--- config.mk ---
export PLATFORM = sky130hd
export DESIGN_NAME = serial_chunk_add
export DESIGN_NICKNAME = d
export VERILOG_FILES = /design/src/rtl/fixed_point_arithmetic_pkg.sv /design/src/rtl/serial_chunk_add_chunk.sv /design/src/rtl/serial_chunk_add.sv
export SDC_FILE = /design/constraint.sdc
export NUM_CORES = 1
export LEC_CHECK = 0
export ABC_AREA = 1
export CAP_MARGIN = 20
export CORE_AREA = 2 2 110 112
export DETAILED_ROUTE_END_ITERATION = 10
export DIE_AREA = 0 0 112 114
export PLACE_DENSITY = 0.76
export SLEW_MARGIN = 20
export SYNTH_ARGS = -nofsm -noshare
export SYNTH_HDL_FRONTEND = slang
export SYNTH_SLANG_ARGS = --single-unit
--- constraint.sdc ---
create_clock -name clk -period 4.7 [get_ports clk]
set_clock_uncertainty 0.2 [all_clocks]
set_input_delay 0.705 -clock clk [delete_from_list [all_inputs] [get_ports clk]]
set_output_delay 0.705 -clock clk [all_outputs]
set_load 0.03 [all_outputs]
--- src/rtl/fixed_point_arithmetic_pkg.sv ---
// Shared types for the fixed-point arithmetic blocks: FSM state encoding and sizing helpers.
package fixed_point_arithmetic_pkg;

   typedef enum logic [1:0] {
      IDLE = 2'd0,
      RUN  = 2'd1,
      DONE = 2'd2
   } state_e;

   // Counter width that never collapses to zero bits when only one chunk exists.
   function automatic int idx_width(input int k);
      return (k > 1) ? $clog2(k) : 1;
   endfunction

endpackage

--- src/rtl/serial_chunk_add_chunk.sv ---
// Combinational W-bit adder slice with carry in/out, reused once per cycle by serial_chunk_add.
module chunk_add #(
   parameter int W = 8
) (
   input  logic [W-1:0] a,
   input  logic [W-1:0] b,
   input  logic         ci,
   output logic [W-1:0] sum,
   output logic         co
);

   logic [W:0] total_s;

   // One extra bit captures the carry out of the slice.
   always_comb begin
      total_s = {1'b0, a} + {1'b0, b} + {{W{1'b0}}, ci};
   end

   assign sum = total_s[W-1:0];
   assign co  = total_s[W];

endmodule

--- src/rtl/serial_chunk_add.sv ---
// Serial N-bit adder processing one W-bit chunk per cycle (IDLE -> RUN x K -> DONE).
// Optional signed-overflow output ov enabled by defining SERIAL_CHUNK_ADD_OVERFLOW_EN.
module serial_chunk_add
   import fixed_point_arithmetic_pkg::*;
#(
   parameter int N = 32,
   parameter int W = 8
) (
   input  logic         clk,
   input  logic         rst_n,
   input  logic         in_valid,
   output logic         in_ready,
   input  logic [N-1:0] a,
   input  logic [N-1:0] b,
   input  logic         ci,
   output logic         out_valid,
   input  logic         out_ready,
   output logic [N-1:0] c,
   output logic         co
`ifdef SERIAL_CHUNK_ADD_OVERFLOW_EN
   ,
   output logic         ov
`endif
);

   localparam int K     = (W < 1) ? 1 : N / W;
   localparam int IDX_W = idx_width(K);
   localparam logic [IDX_W-1:0] LAST_IDX = IDX_W'(K - 1);

   if (W < 1) begin : g_bad_w
      $fatal(1, "serial_chunk_add: W must be at least 1");
   end else if ((N % W) != 0) begin : g_bad_nw
      $fatal(1, "serial_chunk_add: N must be a multiple of W");
   end

   state_e             state_r;
   state_e             state_nx_s;
   logic               in_ready_r;
   logic               out_valid_r;
   logic [N-1:0]       a_r;
   logic [N-1:0]       b_r;
   logic [IDX_W-1:0]   idx_r;
   logic               carry_r;
   logic [N-1:0]       c_r;
   logic               co_r;
   logic [W-1:0]       a_chunk_s;
   logic [W-1:0]       b_chunk_s;
   logic [W-1:0]       sum_s;
   logic               carry_s;
   logic               accept_s;
   logic               last_s;

   // Operand chunk selection for the current index.
   always_comb begin
      a_chunk_s = a_r[int'(idx_r) * W +: W];
      b_chunk_s = b_r[int'(idx_r) * W +: W];
      accept_s  = in_valid && in_ready_r;
      last_s    = (idx_r == LAST_IDX);
   end

   chunk_add #(
      .W (W)
   ) u_chunk_add (
      .a   (a_chunk_s),
      .b   (b_chunk_s),
      .ci  (carry_r),
      .sum (sum_s),
      .co  (carry_s)
   );

   // Next-state decode.
   always_comb begin
      state_nx_s = state_r;
      case (state_r)
         IDLE: begin
            if (accept_s) begin
               state_nx_s = RUN;
            end else begin
               state_nx_s = IDLE;
            end
         end
         RUN: begin
            if (last_s) begin
               state_nx_s = DONE;
            end else begin
               state_nx_s = RUN;
            end
         end
         DONE: begin
            if (out_ready) begin
               state_nx_s = IDLE;
            end else begin
               state_nx_s = DONE;
            end
         end
         default: begin
            state_nx_s = IDLE;
         end
      endcase
   end

   // State register plus registered handshake flags derived from the next state.
   always_ff @(posedge clk or negedge rst_n) begin
      if (!rst_n) begin
         state_r     <= IDLE;
         in_ready_r  <= 1'b0;
         out_valid_r <= 1'b0;
      end else begin
         state_r     <= state_nx_s;
         in_ready_r  <= (state_nx_s == IDLE);
         out_valid_r <= (state_nx_s == DONE);
      end
   end

   // Operand capture and chunk-by-chunk accumulation of the sum.
   always_ff @(posedge clk or negedge rst_n) begin
      if (!rst_n) begin
         a_r     <= '0;
         b_r     <= '0;
         idx_r   <= '0;
         carry_r <= 1'b0;
         c_r     <= '0;
         co_r    <= 1'b0;
      end else begin
         case (state_r)
            IDLE: begin
               if (accept_s) begin
                  a_r     <= a;
                  b_r     <= b;
                  carry_r <= ci;
                  idx_r   <= '0;
               end
            end
            RUN: begin
               c_r[int'(idx_r) * W +: W] <= sum_s;
               carry_r                   <= carry_s;
               // Index holds on the last chunk rather than wrapping.
               if (last_s) begin
                  co_r <= carry_s;
               end else begin
                  idx_r <= idx_r + IDX_W'(1);
               end
            end
            DONE: begin
               co_r <= co_r;
            end
            default: begin
               idx_r <= '0;
            end
         endcase
      end
   end

`ifdef SERIAL_CHUNK_ADD_OVERFLOW_EN
   logic ov_r;

   // Signed overflow: like-signed operands whose sum flips sign; top bit comes from the last chunk.
   always_ff @(posedge clk or negedge rst_n) begin
      if (!rst_n) begin
         ov_r <= 1'b0;
      end else if ((state_r == RUN) && last_s) begin
         ov_r <= (a_r[N-1] == b_r[N-1]) && (sum_s[W-1] != a_r[N-1]);
      end else begin
         ov_r <= ov_r;
      end
   end

   assign ov = ov_r;
`endif

   assign in_ready  = in_ready_r;
   assign out_valid = out_valid_r;
   assign c         = c_r;
   assign co        = co_r;

endmodule

==> results.yml <==
clock_network:
  insertion_delay_ns: 0.34
  post_cts_resized: 0
  cts_tree: "done"
  hold_buffers: 0
  post_cts.repair.setup_buffers: 0
  cts_inserted_buffers: 9
  htreeDepth: 3
  clock_sink_count: 104
  root_buffer: "clkbuf_16"
  clkSlewWorstSetupHoldPaths_ns: 0.07
  clk_path_buf_depth: 2
place:
  dp_hpwl_um: 8689
  place_ws_ns: 1.403
  numPortBuffers: 103
  place.gp.congestion: 0.8833
  place_area_um2: 6041
  dp_cells: 836
detailed_routing:
  drtAntennaViolNets: 0
  vias_per_cell: 5.039
  drt_wl_total_um: 11770
  initialDrtViolationCount: 369
  firstDrtPassIters: 5
  avgRoutedWirePerCell_um: 13.82
  vias: 4293
  drc_errors: 0
finish:
  utilization_pct: 53.86
  fin_nets: 784
  antennaDiodeCount: 0
  final_cells: 852
  layout-drive-gt1-share_pct: 4.965
  final_common_cell: "nand2_1"
  final_cell_mix: "279 x nand2_1, 104 x dfrtp_1, 102 x clkdlybuf4s50_1"
  area_delta_synth_final_pct: 28.50
  fill_cells: 1113
  post-route-cell-area_um2: 6307
sta:
  fin_crit_ns: 3.313
  worst_slack_ns: 1.387
  setup-violations-final: 0
  max-slew-margin-rel_pct: 36.25
  clock.fmax_mhz: 301.9
  maxSlewViolCount: 0
  finalHoldViolations: 0
  worst_hold_slack_ns: 0.2723
  rsz0062_at_grt: "false"
  worstMarginPinSlew_ns: 0.9563
  fin_crit_sh_pct: 70.49
  finalSetupTns_ns: 0
global_routing:
  grt_overflow: 0
  grt_pass1_vias: 4229
  grt_max_degree: 79
  grt_pass1_wl_um: 19760
  grt_usage_pct: 19.24
  antenna_found_initial: 0
worst_hold_path:
  min_delay_path_depth: 2
  min_from: "a_r[19]$_DFFE_PN0P_"
  hp-class: "flip-flop to flip-flop"
  hold_path_end: "a_r[19]$_DFFE_PN0P_"
floorplan:
  chipWidth_um: 112
  start_util_pct: 41.91
  ios: 104
  dieArea_um2: 12770
  die_h_um: 114
  core_area_um2: 11710
  rows: 40
yosys:
  ys_warn_count: 0
  ys_seq_elements: 104
  synth_cell_types: 27
  synthCells: 609
  yosysSeqAreaShare_pct: 53.02
  synth_nets: 693
  synth_area_per_cell_um2: 8.060
  syn_area_um2: 4908
setup_path:
  reg2reg_to: "c[20]$_DFFE_PN0P_"
  crit_arrival_ns: 3.39
  crit_required_ns: 4.78
  r2r_slack_ns: 1.39
  worstSetupStartpointType: "flip-flop"
  reg2reg_depth: 11
  crit_path_end_kind: "flip-flop"
  r2r-start: "idx_r[1]$_DFFE_PN0P_"
  path_class: "flip-flop to flip-flop"
  path_max_fanout: 22
power:
  leakagePower_nw: 3.166
  fin_total_pwr_mw: 4.598
  peakVddDrop_uv: 378.3
  powerDensity_nw_per_um2: 729.0
run:
  cap_violations: 0
outcome:
  status: "completed"
[critical path, cell delays in order (launching register included)]
cell	delay, ns
dfrtp_1	0.59
inv_1	0.57
o21ai_0	0.19
o22ai_1	0.27
fa_1	0.26
inv_1	0.06
fa_1	0.39
inv_1	0.09
a21oi_1	0.08
xnor2_1	0.31
nand3_1	0.15
nand2_1	0.08
[synthesized netlist by cell type]
cell type | count | area share, %
buf_1 | 3 | 0.23
a32oi_1 | 2 | 0.36
o22ai_1 | 16 | 2.0
nor2_1 | 35 | 2.7
o21ai_1 | 30 | 3.1
xnor2_1 | 2 | 0.36
nor2_2 | 1 | 0.13
xor2_1 | 1 | 0.18
a22o_1 | 1 | 0.18
nor3_4 | 1 | 0.33
nor2_8 | 1 | 0.41
ha_1 | 13 | 3.3
fa_1 | 2 | 0.82
nor3_2 | 2 | 0.41
dfrtp_1 | 104 | 53
inv_1 | 25 | 1.9
a21oi_1 | 6 | 0.61
nand3_1 | 15 | 1.5
o21ai_0 | 23 | 2.3
inv_2 | 9 | 0.69
nand2_2 | 1 | 0.13
nand4_1 | 10 | 1.3
o31ai_1 | 2 | 0.31
clkbuf_1 | 12 | 0.92
buf_2 | 12 | 1.2
nand2_1 | 279 | 21
nand2_4 | 1 | 0.23
[where the power goes]
part / switching (mW) / total [mW] / leakage, nW / internal [mW]
Sequential: 0.240 / 1.51 / 1.35 / 1.27
Combinational: 1.56 / 2.41 / 1.69 / 0.849
Clock: 0.319 / 0.678 / 0.126 / 0.359
[registers in the layout, summed over array words and instances (netlist names)]
register / cells
idx_r: 2
b_r: 32
co: 1
carry_r: 1
in_ready: 1
c: 32
a_r: 32
out_valid: 1
state_r: 2
[final cells by class]
class | instances | area (um^2) | share of cell area [%]
Tap cell | 147 | 183.9 | 2.916
Inverter | 34 | 127.6 | 2.023
Multi-Input combinational cell | 444 | 2068 | 32.79
Clock buffer | 11 | 232.7 | 3.690
Clock inverter | 5 | 33.78 | 0.5356
Timing Repair Buffer | 107 | 1059 | 16.78
Sequential cell | 104 | 2603 | 41.26
[cells by family after synthesis]
family,count (synthesis),synth area share [%]
compound gates,80,8.896
xor+xnor,3,0.5354
fa+ha+maj,15,4.130
buf+inv,61,4.971
flops,104,53.02
simple gates,346,28.45
[worst max path at each step]
| stage | from | end | slack (ns) |
|---|---|---|---|
| 2_1_floorplan | idx_r[0]$_DFFE_PN0P_ | c[12]$_DFFE_PN0P_ | 1.95 |
| 3_3_place_gp | idx_r[1]$_DFFE_PN0P_ | c[22]$_DFFE_PN0P_ | 1.55 |
| 3_5_place_dp | idx_r[1]$_DFFE_PN0P_ | c[20]$_DFFE_PN0P_ | 1.40 |
| 4_1_cts | idx_r[1]$_DFFE_PN0P_ | c[20]$_DFFE_PN0P_ | 1.39 |
| 5_1_grt | idx_r[1]$_DFFE_PN0P_ | c[22]$_DFFE_PN0P_ | 1.11 |
| 6_report | idx_r[1]$_DFFE_PN0P_ | c[20]$_DFFE_PN0P_ | 1.39 |
[layer usage]
layer  track usage (%)  routed length, um  vias to the layer above
met5                 0                  0                        -
met4             7.480                288                        0
met3             3.188                631                       26
met2             33.29               5755                      148
met1             24.38               5099                     2008
li1                  -                  -                     2111
Note: power is estimated with default switching activity, not from simulation.
